$ cat config.mk
export PLATFORM = sky130hd
export DESIGN_NAME = huc_sys_map
export DESIGN_NICKNAME = d
export VERILOG_FILES = /design/src/rtl/huc_map_pkg.sv /design/src/rtl/huc_wr_edge.sv /design/src/rtl/huc_sys_map.sv
export SDC_FILE = /design/constraint.sdc
export NUM_CORES = 1
export LEC_CHECK = 0
export BUFFER_PORTS_ARGS = -buffer_cell sky130_fd_sc_hd__buf_2
export CAP_MARGIN = 40
export CORE_ASPECT_RATIO = 0.75
export CORE_MARGIN = 3
export CORE_UTILIZATION = 40
export CTS_BUF_LIST = sky130_fd_sc_hd__clkbuf_8
export DETAILED_ROUTE_END_ITERATION = 10
export GPL_TIMING_DRIVEN = 0
export PLACE_DENSITY = 0.65
export SLEW_MARGIN = 10
export SYNTH_ARGS = -nofsm -noshare
export SYNTH_HDL_FRONTEND = slang
export SYNTH_SLANG_ARGS = --single-unit
$ cat constraint.sdc
create_clock -name clk -period 2.21 [get_ports clk]
set_clock_uncertainty 0.1 [all_clocks]
set_input_delay 0 -clock clk [delete_from_list [all_inputs] [get_ports clk]]
set_output_delay 0 -clock clk [all_outputs]
set_load 0.05 [all_outputs]
$ cat src/rtl/huc_map_pkg.sv
// Shared types and constants for the HuCard system mapper: unlock FSM states,
// control-page register offsets and the save-RAM unlock keys.
package huc_map_pkg;

    typedef enum logic [1:0] {
        LOCKED = 2'd0,
        HALF   = 2'd1,
        OPEN   = 2'd2
    } LockState;

    localparam logic [4:0] REG_LOCK  = 5'h10;
    localparam logic [4:0] REG_STAT  = 5'h11;

    localparam logic [7:0] KEY_HALF  = 8'h55;
    localparam logic [7:0] KEY_OPEN  = 8'hAA;
    localparam logic [7:0] KEY_CLOSE = 8'h00;

endpackage

$ cat src/rtl/huc_wr_edge.sv
// Turns a CPU write strobe of any length into a single-cycle event, and keeps
// the address/data of the most recent write available.
module huc_wr_edge (
    input  logic        i_clk,
    input  logic        i_rst,
    input  logic [20:0] i_addr,
    input  logic [7:0]  i_data,
    input  logic        i_ce,
    input  logic        i_we,
    output logic        o_evt,
    output logic [20:0] o_addr,
    output logic [7:0]  o_data
);

    logic        w_strobe;
    logic        r_we_q;
    logic        r_armed;
    logic [20:0] r_addr;
    logic [7:0]  r_data;

    assign w_strobe = i_ce & i_we;
    // r_armed stays low until the strobe is seen idle, so a write held across
    // reset release cannot masquerade as a fresh event.
    assign o_evt    = w_strobe & ~r_we_q & r_armed;
    assign o_addr   = o_evt ? i_addr : r_addr;
    assign o_data   = o_evt ? i_data : r_data;

    always_ff @(posedge i_clk or posedge i_rst) begin
        if (i_rst) begin
            r_we_q  <= 1'b0;
            r_armed <= 1'b0;
            r_addr  <= '0;
            r_data  <= '0;
        end else begin
            r_we_q <= w_strobe;
            if (!w_strobe) r_armed <= 1'b1;
            if (o_evt) begin
                r_addr <= i_addr;
                r_data <= i_data;
            end
        end
    end

endmodule

$ cat src/rtl/huc_sys_map.sv
// HuCard system mapper: banked 8 KB ROM windows, key-guarded save RAM and a
// control page for bank and unlock-status readback.
module huc_sys_map
    import huc_map_pkg::*;
#(
    parameter int          ROM_AW   = 22,
    parameter int          RAM_AW   = 17,
    parameter int          NUM_WIN  = 4,
    parameter logic        ROM_CHIP = 1'b0,
    parameter logic [7:0]  BANK_RST = 8'hFC,
    parameter logic [7:0]  REG_PAGE = 8'hFF
) (
    input  logic              clk,
    input  logic              rst,
    input  logic [20:0]       cpu_addr,
    input  logic [7:0]        cpu_data,
    input  logic              cpu_ce,
    input  logic              cpu_oe,
    input  logic              cpu_we,
    output logic [ROM_AW-1:0] rom_addr,
    output logic              rom_ce,
    output logic              rom_oe,
    output logic              rom_we,
    output logic [RAM_AW-1:0] ram_addr,
    output logic              ram_ce,
    output logic              ram_oe,
    output logic              ram_we,
    output logic [7:0]        mem_dati,
    input  logic [7:0]        rom_dato,
    input  logic [7:0]        ram_dato,
    output logic              cart_ce,
    output logic [7:0]        cart_dato
);

    localparam int BW = ROM_AW - 14;
    localparam int WW = (NUM_WIN > 1) ? $clog2(NUM_WIN) : 1;

    logic [BW-1:0] r_bank [NUM_WIN];
    LockState      r_state;
    LockState      w_state_nxt;

    logic          w_evt;
    logic [20:0]   w_evt_addr;
    logic [7:0]    w_evt_data;
    logic          w_evt_reg;
    logic          w_evt_lock;
    logic          w_rom;
    logic          w_reg;
    logic          w_ram;
    logic          w_open;
    logic          w_half;
    logic [WW-1:0] w_win;
    logic [4:0]    w_off;
    logic [7:0]    w_rd;

    huc_wr_edge u_wr_edge (
        .i_clk  (clk),
        .i_rst  (rst),
        .i_addr (cpu_addr),
        .i_data (cpu_data),
        .i_ce   (cpu_ce),
        .i_we   (cpu_we),
        .o_evt  (w_evt),
        .o_addr (w_evt_addr),
        .o_data (w_evt_data)
    );

    assign w_rom = ~cpu_addr[20];
    assign w_reg = (cpu_addr[20:13] == REG_PAGE);
    assign w_ram = cpu_addr[20] & ~w_reg;
    assign w_off = cpu_addr[4:0];
    assign w_win = (NUM_WIN > 1) ? cpu_addr[13 +: WW] : '0;

    assign w_evt_reg  = w_evt & (w_evt_addr[20:13] == REG_PAGE);
    assign w_evt_lock = w_evt_reg & (w_evt_addr[4:0] == REG_LOCK);

    always_ff @(posedge clk or posedge rst) begin
        if (rst) begin
            for (int unsigned i = 0; i < NUM_WIN; i++) r_bank[i] <= BW'(BANK_RST + i);
        end else begin
            for (int unsigned i = 0; i < NUM_WIN; i++)
                if (w_evt_reg && (w_evt_addr[4:0] == 5'(i))) r_bank[i] <= w_evt_data[BW-1:0];
        end
    end

    always_ff @(posedge clk or posedge rst) begin
        if (rst) r_state <= LOCKED;
        else     r_state <= w_state_nxt;
    end

    // In HALF any write at all, not just a wrong key, aborts the sequence.
    always_comb begin
        w_state_nxt = r_state;
        case (r_state)
            LOCKED: if (w_evt_lock && w_evt_data == KEY_HALF) w_state_nxt = HALF;
            HALF:   if (w_evt) w_state_nxt = (w_evt_lock && w_evt_data == KEY_OPEN) ? OPEN : LOCKED;
            OPEN:   if (w_evt_lock && w_evt_data == KEY_CLOSE) w_state_nxt = LOCKED;
            default: w_state_nxt = LOCKED;
        endcase
    end

    always_comb begin
        w_open = (r_state == OPEN);
        w_half = (r_state == HALF);
    end

    always_comb begin
        w_rd = '0;
        if (w_off == REG_STAT) w_rd = {6'b0, w_half, w_open};
        for (int unsigned i = 0; i < NUM_WIN; i++)
            if (w_off == 5'(i)) w_rd = 8'(r_bank[i]);
    end

    assign rom_addr  = {ROM_CHIP, r_bank[w_win], cpu_addr[12:0]};
    assign rom_ce    = w_rom;
    assign rom_oe    = cpu_oe;
    assign rom_we    = 1'b0;
    assign ram_addr  = cpu_addr[RAM_AW-1:0];
    assign ram_ce    = w_ram;
    assign ram_oe    = cpu_oe;
    assign ram_we    = cpu_we & w_ram & w_open;
    assign mem_dati  = cpu_data;
    assign cart_ce   = w_rom | w_ram | w_reg;
    assign cart_dato = w_rom ? rom_dato : (w_reg ? w_rd : ram_dato);

endmodule

==> results.toml, run 1 <==
[power]
clkPwrFrac_pct = 26.1
power.internal_w = 0.00124
p_seq_share_pct = 44.6
p_switching_w = 0.000647
power_leakage_nw = 1.76
ir_drop_mv = 0.305
p_sw_share_pct = 34.4
powerDensity_nw_per_um2 = 504
p_comb_share_pct = 29.3

[cts]
root_buffer = "clkbuf_8"
numCtsBuffers = 5
clk_pin_slew_worst_paths_ns = 0.08
tritoncts = "built"
htreeDepth = 2
clock_sinks = 44
clockBufferDepth = 2
insertion_delay_ns = 0.31

[grt]
grt_start_max_net_pins = 31
busiest_layer = "met2"
grtUsageMet1_pct = 26.9
use_met2_pct = 29.4
grt_overflow = 0
grt_pass1_vias = 2237
grt_antenna_before_repair = 0
gr-usage-met3_pct = 4.93
grt_usage_pct = 18.9
grt_pass1_wl_um = 12100

[timing]
finalMaxSlewViolations = 0
setup_viol = 0
tightestPinTransition_ns = 0.611
clock.fmax_mhz = 479
period_share_pct = 94.5
fin_crit_ns = 2.09
slew_headroom_pct = 59.0
setup_tns_ns = 0
rsz0062_at_grt = "no"
timing.final.ws_setup_ns = 0.121
finalHoldViolations = 0

[die]
fp.dieW_um = 104
dieArea_um2 = 8310
die_h_um = 79.7
io-pin-count = 112
core_um2 = 6930
row_count = 26
initial_utilization_pct = 41.8

[logic_synthesis]
synthFlopType = "dfstp_2"
synth_area_per_cell_um2 = 11.7
synth.yosys.seq_area_share_pct = 39.2
synthMuxAreaShare_pct = 24.9
yosys_warnings = 0
synth_compound_area_share_pct = 8.81
ys_ff_latch = 44
post-synth-top-count-cell = "buf_4"
yosysTopAreaCell = "dfstp_2"
synthArstFlopShare_pct = 100
synth.area.top_cells = "dfstp_2 (25%), mux2_2 (16%), dfrtp_1 (14%)"
synth_xor_xnor_area_share_pct = 0
synth_top_family_by_area = "multiplexers"
synthCells = 247
ys_types = 49
synthAdderAreaFrac_pct = 0
synth_common_cells = "buf_4 (44), mux2_2 (40), dfstp_2 (28)"
synth_edf_count = 0
yosys.area.top_type_share_pct = 25.4
syn_area_um2 = 2900
synth-simple-area-share_pct = 12.6

[placement]
io_buffer_count = 95
pre_cts_slack_ns = 0.309
place_hpwl_um = 5580
gp_congestion = 0.822

[route]
vias_per_cell = 5.08
drt_iter0_drc = 150
ant_nets = 0
num_vias = 2351
wl_per_cell_um = 16.6
first_pass_iters = 4
routed_wl_um = 7700
drcViolationCount = 0

[job]
drv_cap = 0

[critical_path]
crit_type = "flop to flop"
worstPathArrival_ns = 2.18
r2r_setup_slack_ns = 0.12
critPathMaxFanout = 10
cp-end-kind = "flop"
required_ns = 2.30
cp-start-kind = "flop"

[finish]
drive_gt1_share_pct = 65.8
fill_cells = 614
syn_to_final_growth_pct = 28.9
diodes = 0
multi_input_area_um2 = 1360
layout.nets = 414
seqCellArea_um2 = 1140

[min_path]
hold_class = "input port to async pin"

[run_status]
outcome = "finished clean"
kinds of logic (layout without fill, tap and decap cells):
group | after synthesis | after routing
other | 2 | 3
buffers and inverters | 58 | 175
multiplexers | 56 | 56
AO/OA/AOI/OAI | 38 | 38
AND/OR/NAND/NOR | 49 | 49
flip-flops | 44 | 44
worst max-delay path: stages, from the launching register on:
cell,delay (ns)
dfrtp_1,0.37
nand4b_4,0.29
buf_2,0.23
o41ai_2,0.32
o31ai_1,0.10
dlygate4sd3_1,0.56
stage by stage:
| step | total power, W | instance area (um2) | cells | hold slack [ns] | utilization [%] |
|---|---|---|---|---|---|
| 2_1_floorplan | 0.00125 | 2900 | 248 | 0.0517 | - |
| 3_3_place_gp | 0.00138 | 3500 | 441 | 0.198 | 50.5 |
| 3_5_place_dp | 0.00139 | 3520 | 442 | -0.114 | 50.8 |
| 4_1_cts | 0.00189 | 3730 | 463 | 0.0950 | 53.8 |
| 5_1_grt | 0.00196 | 3730 | 463 | 0.135 | 53.9 |
| 6_report | 0.00188 | 3730 | 463 | 0.0874 | 53.9 |
state kept, by name, summed over array words and instances, names as in the netlist:
register / count
r_bank: 32
r_state: 2
u_wr_edge.r_armed: 1
u_wr_edge.r_data: 8
u_wr_edge.r_we_q: 1
routing by layer:
layer  vias up  wire [um]
met2       103       3440
met5         -          0
met3         6        637
met4         0         53
met1      1143       3570
li1       1099          -
path summary, 6_finish.rpt:
path | from | end | cells after the start
setup / recovery | u_wr_edge.r_we_q | r_state[1] | 5
hold / removal | rst | r_bank[25] | 3
setup reg to reg | u_wr_edge.r_we_q | r_state[1] | 5
hold reg to reg | u_wr_edge.r_armed | u_wr_edge.r_armed | 1
max in group asynchronous | rst | r_bank[20] | 4
min in group clk | cpu_addr[2] | r_state[0] | 4
area by class of cell:
class | instances | share of cell area [%]
Sequential cell | 44 | 30.4
Clock buffer | 5 | 1.84
Multi-Input combinational cell | 146 | 36.3
Tap cell | 98 | 3.28
Clock inverter | 3 | 0.335
Buffer | 56 | 10.8
Timing Repair Buffer | 109 | 16.8
Inverter | 2 | 0.201
placed cells by master (no fill, tap or decap), types with 2 or more instances in the layout:
master / instances
dlygate4sd3_1: 13
inv_1: 3
a21oi_1: 8
dfrtp_1: 16
nand4_4: 2
nor2b_1: 2
buf_6: 3
nand3_1: 3
nand2_1: 3
o211a_1: 2
o22a_1: 5
o21ai_0: 10
mux2i_1: 8
buf_2: 99
conb_1: 3
mux4_2: 5
nor3b_1: 5
mux4_1: 3
nor2_1: 11
buf_4: 44
o22ai_1: 7
mux2_2: 40
clkbuf_8: 5
nand3b_1: 2
dfstp_2: 28
clkbuf_1: 3
nand3_2: 2
nor3_2: 2
nand4_1: 3
power groups by stage:
| stage | combinational [W] | clock [W] | sequential (W) |
|---|---|---|---|
| floorplan | 0.000398 | 0 | 0.000852 |
| global placement | 0.000528 | 0 | 0.000853 |
| detailed placement | 0.000536 | 0 | 0.000854 |
| CTS | 0.000553 | 0.000496 | 0.000840 |
| global route | 0.000587 | 0.000529 | 0.000843 |
| finish | 0.000551 | 0.000492 | 0.000840 |
timing repair:
action | 4_1_cts | 5_1_grt
endpoints found under the setup margin | 0 | 1
setup buffers | 0 | 0
hold buffers | 13 | 0
gates resized for setup | 0 | 1
endpoints found under the hold margin | 34 | 0
Power figures use the tool's default switching activity.
==> inputs of run 2 (changes only) <==
- BUFFER_PORTS_ARGS: -buffer_cell sky130_fd_sc_hd__buf_2 -> -buffer_cell sky130_fd_sc_hd__buf_4
==> run 2 against run 1 <==
Net effect:
- power up 4.6%
- clock power up 6.3%
- die area unchanged
- worst setup slack worse by 0.0099 ns
- first-iteration DRC count up 3.3%
- worst hold slack worse by 0.052 ns
- fmax down 0.47%
- sequential power about the same
- cell area up 6.8%
- critical endpoint is now r_state[0]
- cell count up 0.22%
- global-route usage up 0.29 points
==> results.toml, run 2 (same netlist as run 1, synthesis figures left out) <==
[finish]
reg_top3 = "r_bank (32), u_wr_edge.r_data (8), r_state (2)"
final_common_cell = "buf_4"
largest_reg_flops = 32
syn_to_final_growth_pct = 37.7
layout.nets = 415
layout_common_cells = "buf_4 (139), mux2_2 (40), dfstp_2 (28)"
final_area_um2 = 3990
drive_gt1_share_pct = 65.8
largest_register = "r_bank"
diodes = 0

[cts]
htreeDepth = 2
numCtsBuffers = 5
postCtsSetupBuffers = 0
postCtsHoldBufs = 14
tritoncts = "built"
clk_pin_slew_worst_paths_ns = 0.08
root_buffer = "clkbuf_8"
clockBufferDepth = 2
clock_sinks = 44
cts_resized = 0
insertion_delay_ns = 0.29

[power]
ir_drop_mv = 0.286
powerDensity_nw_per_um2 = 494
power_leakage_nw = 1.84

[timing]
fin_crit_ns = 2.10
tightestPinTransition_ns = 0.625
rsz0062_at_grt = "no"
finalMaxSlewViolations = 0
slew_headroom_pct = 58.1
fin_hold_ws_ns = 0.0352
finalHoldViolations = 0
period_share_pct = 95.0
setup_tns_ns = 0
setup_viol = 0
clock.fmax_mhz = 476

[die]
die_h_um = 79.7
initial_utilization_pct = 41.8
dieArea_um2 = 8310
io-pin-count = 112
fp.dieW_um = 104
row_count = 26
core_um2 = 6930

[critical_path]
r2r_setup_slack_ns = 0.11
r2r_cells = 5
r2r-end = "r_state[0]"
timing.rr.start = "u_wr_edge.r_we_q"
worstPathArrival_ns = 2.23
crit_type = "flop to flop"
critPathMaxFanout = 10
cp-start-kind = "flop"
cp-end-kind = "flop"
required_ns = 2.34

[grt]
grt_overflow = 0
grt_pass1_wl_um = 12400
grt_usage_pct = 19.2
grt_start_max_net_pins = 31
grt_pass1_vias = 2331
grt_antenna_before_repair = 0

[min_path]
min_path_cells = 4
hp-start = "cpu_addr[2]"
hold_class = "input port to flop"
holdPathEnd = "r_state[1]"

[placement]
gp_congestion = 0.830
io_buffer_count = 95
placed_cell_area_um2 = 3760
place_hpwl_um = 5790

[route]
wl_per_cell_um = 17.3
routed_wl_um = 8040
ant_nets = 0
drcViolationCount = 0
drt_iter0_drc = 155
num_vias = 2366
vias_per_cell = 5.10
first_pass_iters = 4

[job]
drv_cap = 0

[run_status]
outcome = "finished clean"
==> run 2: cell count changes in the layout (fill, tap and decap cells not counted), sizes merged <==
cell / before / now
inv: 4 / 2
clkbuf: 9 / 10
dlygate4sd3: 13 / 14
clkinv: 1 / 2
==> run 2: worst max path at each step <==
stage                    to  cells after the start  slack [ns]              from
4_1_cts          r_state[0]                      5        0.11  u_wr_edge.r_we_q
2_1_floorplan  cart_dato[2]                      5        0.34       cpu_addr[4]
3_5_place_dp     r_bank[17]                      4        0.29  u_wr_edge.r_we_q
5_1_grt          r_state[0]                      5        0.03  u_wr_edge.r_we_q
6_report         r_state[0]                      5        0.11  u_wr_edge.r_we_q
3_3_place_gp     r_bank[17]                      4        0.33  u_wr_edge.r_we_q
==> run 2: where the power goes <==
part,total (W),switching (W),internal (W)
sequential,0.000841,0.00000575,0.000835
combinational,0.000606,0.000370,0.000237
clock,0.000523,0.000273,0.000250
==> run 2: critical path: stages, from the launching register on <==
cell and delay [ns]:
dfrtp_1 0.37, nand4b_4 0.30, buf_2 0.24, buf_2 0.13, o41ai_1 0.32, dlygate4sd3_1 0.59
==> run 2: per-stage QoR <==
step / setup WS (ns) / util [%] / power, W / instances
6_report: 0.111 / 57.6 / 0.00197 / 464
2_1_floorplan: 0.343 / - / 0.00125 / 248
5_1_grt: 0.0292 / 57.6 / 0.00205 / 464
4_1_cts: 0.109 / 57.6 / 0.00198 / 464
3_5_place_dp: 0.287 / 54.2 / 0.00145 / 442
3_3_place_gp: 0.330 / 53.9 / 0.00143 / 441
==> run 2: layer usage <==
layer,share of wire (%),track usage (%),up-vias
met5,0,0,-
met4,0.76,3.59,0
met3,7.7,4.12,7
met2,45,31.2,103
met1,46,26.8,1147
li1,-,-,1109
==> run 2: cell type report <==
cell class | count | area, um2
repair buffers | 110 | 873
flip-flops and latches | 44 | 1140
well taps | 98 | 123
multi-input cells | 146 | 1350
inverters | 2 | 7.51
clock buffers | 6 | 82.6
fillers | 608 | 2940
plain buffers | 56 | 404
clock inverters | 2 | 10.0
==> inputs of run 3 (changes only) <==
- clock period: 2.21 -> 2 ns (I/O delays scaled with it)
==> run 3 against run 2 <==
Net effect:
- register-to-register slack lost 0.06 ns
- combinational power grew 11%
- wire length shrank 0.11%
- fmax grew 7.7%
- sequential power grew 10%
- clock power grew 9.9%
- first-iteration DRC count shrank 38%
- via count is essentially flat
- sequential share of layout area grew 0.072 points
- die area is the same
==> results.toml, run 3 (same netlist as run 1, synthesis figures left out) <==
[die]
die_h_um = 79.7
row_count = 26
io-pin-count = 112
initial_utilization_pct = 41.8
core_um2 = 6930
fp.dieW_um = 104
dieArea_um2 = 8310

[placement]
gp_congestion = 0.830
io_buffer_count = 95
place_hpwl_um = 5790
pre_cts_slack_ns = 0.0769
placed_cell_area_um2 = 3760

[timing]
fin_crit_ns = 1.95
finalHoldViolations = 0
timing.final.ws_setup_ns = 0.0505
finalMaxSlewViolations = 0
fin_hold_ws_ns = 0.0338
period_share_pct = 97.5
clock.fmax_mhz = 513
rsz0062_at_grt = "no"
setup_tns_ns = 0
slew_headroom_pct = 58.3
setup_viol = 0
tightestPinTransition_ns = 0.622

[critical_path]
worstPathArrival_ns = 2.03
crit_type = "flop to flop"
cp-start-kind = "flop"
cp-end-kind = "flop"
required_ns = 2.08
critPathMaxFanout = 10

[finish]
final_common_cell = "buf_4"
diodes = 0
largest_reg_flops = 32
final_area_um2 = 3980
drive_gt1_share_pct = 66.0
layout_common_cells = "buf_4 (139), mux2_2 (40), dfstp_2 (28)"
largest_register = "r_bank"
layout.nets = 414
syn_to_final_growth_pct = 37.3
reg_top3 = "r_bank (32), u_wr_edge.r_data (8), r_state (2)"
final_util_pct = 57.4
fill_cells = 608

[cts]
htreeDepth = 2
numCtsBuffers = 5
clockBufferDepth = 2
clk_pin_slew_worst_paths_ns = 0.08
root_buffer = "clkbuf_8"
cts_resized = 0
insertion_delay_ns = 0.29
tritoncts = "built"
clock_sinks = 44

[min_path]
hold_class = "input port to flop"

[route]
top_layer_used = "met4"
route.met2.wl_um = 3600
wl_met3_um = 696
vias_per_cell = 5.11
num_vias = 2364
first_pass_iters = 4
ant_nets = 0
routed_wl_um = 8030
drcViolationCount = 0
wl_per_cell_um = 17.3
met1_length_um = 3700
drt_iter0_drc = 96

[grt]
grt_overflow = 0
grt_start_max_net_pins = 31
grt_pass1_wl_um = 12300
grt_pass1_vias = 2324
grt_antenna_before_repair = 0
grt_usage_pct = 19.1

[power]
powerDensity_nw_per_um2 = 547
ir_drop_mv = 0.315
power_leakage_nw = 1.83

[job]
drv_cap = 0

[run_status]
outcome = "finished clean"
==> run 3: cell types whose count changed in the layout (fill, tap and decap cells not counted) <==
cell,change
dlygate4sd3_1,-1
==> run 3: final timing paths <==
kind                              startpoint           endpoint  slack [ns]  cells after the start
hold / removal                   cpu_addr[2]         r_state[1]        0.03                      4
hold reg to reg            u_wr_edge.r_armed  u_wr_edge.r_armed        0.43                      1
max in group asynchronous                rst         r_bank[14]        1.13                      4
min in group asynchronous                rst         r_bank[24]        0.12                      3
setup / recovery            u_wr_edge.r_we_q         r_bank[17]        0.05                      4
setup reg to reg            u_wr_edge.r_we_q         r_bank[17]        0.05                      4
==> run 3: what timing repair did <==
item	4_1_cts	5_1_grt
endpoints found under the hold margin	34	0
buffers inserted	0	0
hold buffers	13	0
==> run 3: layer usage <==
layer / up-vias / track usage, %
met5: - / 0
met4: 0 / 3.59
met3: 4 / 4.12
met2: 102 / 31.3
met1: 1152 / 26.3
li1: 1106 / -
==> run 3: metrics by stage <==
| step | power [W] | std cells |
|---|---|---|
| after global placement | 0.00158 | 441 |
| after global routing | 0.00226 | 463 |
| after CTS | 0.00219 | 463 |
| after detailed placement | 0.00160 | 442 |
| after floorplan | 0.00138 | 248 |
| final | 0.00218 | 463 |
==> run 3: area by class of cell <==
class	count	area [um2]	area share [%]
Clock inverter	2	10.0	0.251
Tap cell	98	123	3.08
Timing Repair Buffer	109	863	21.7
Clock buffer	6	82.6	2.07
Sequential cell	44	1140	28.5
Buffer	56	404	10.2
Inverter	2	7.51	0.189
Multi-Input combinational cell	146	1350	34.0
==> run 3: worst max-delay path: stages (launching register included) <==
cell,delay [ns]
dfrtp_1,0.37
nand4b_4,0.30
nor3b_2,0.36
nand3_2,0.32
mux2_2,0.38
==> run 3: power by group <==
| part | total, W | internal, W | switching [W] |
|---|---|---|---|
| sequential | 0.000929 | 0.000922 | 0.00000659 |
| clock | 0.000575 | 0.000276 | 0.000299 |
| combinational | 0.000671 | 0.000262 | 0.000409 |
| total | 0.00218 | 0.00146 | 0.000715 |
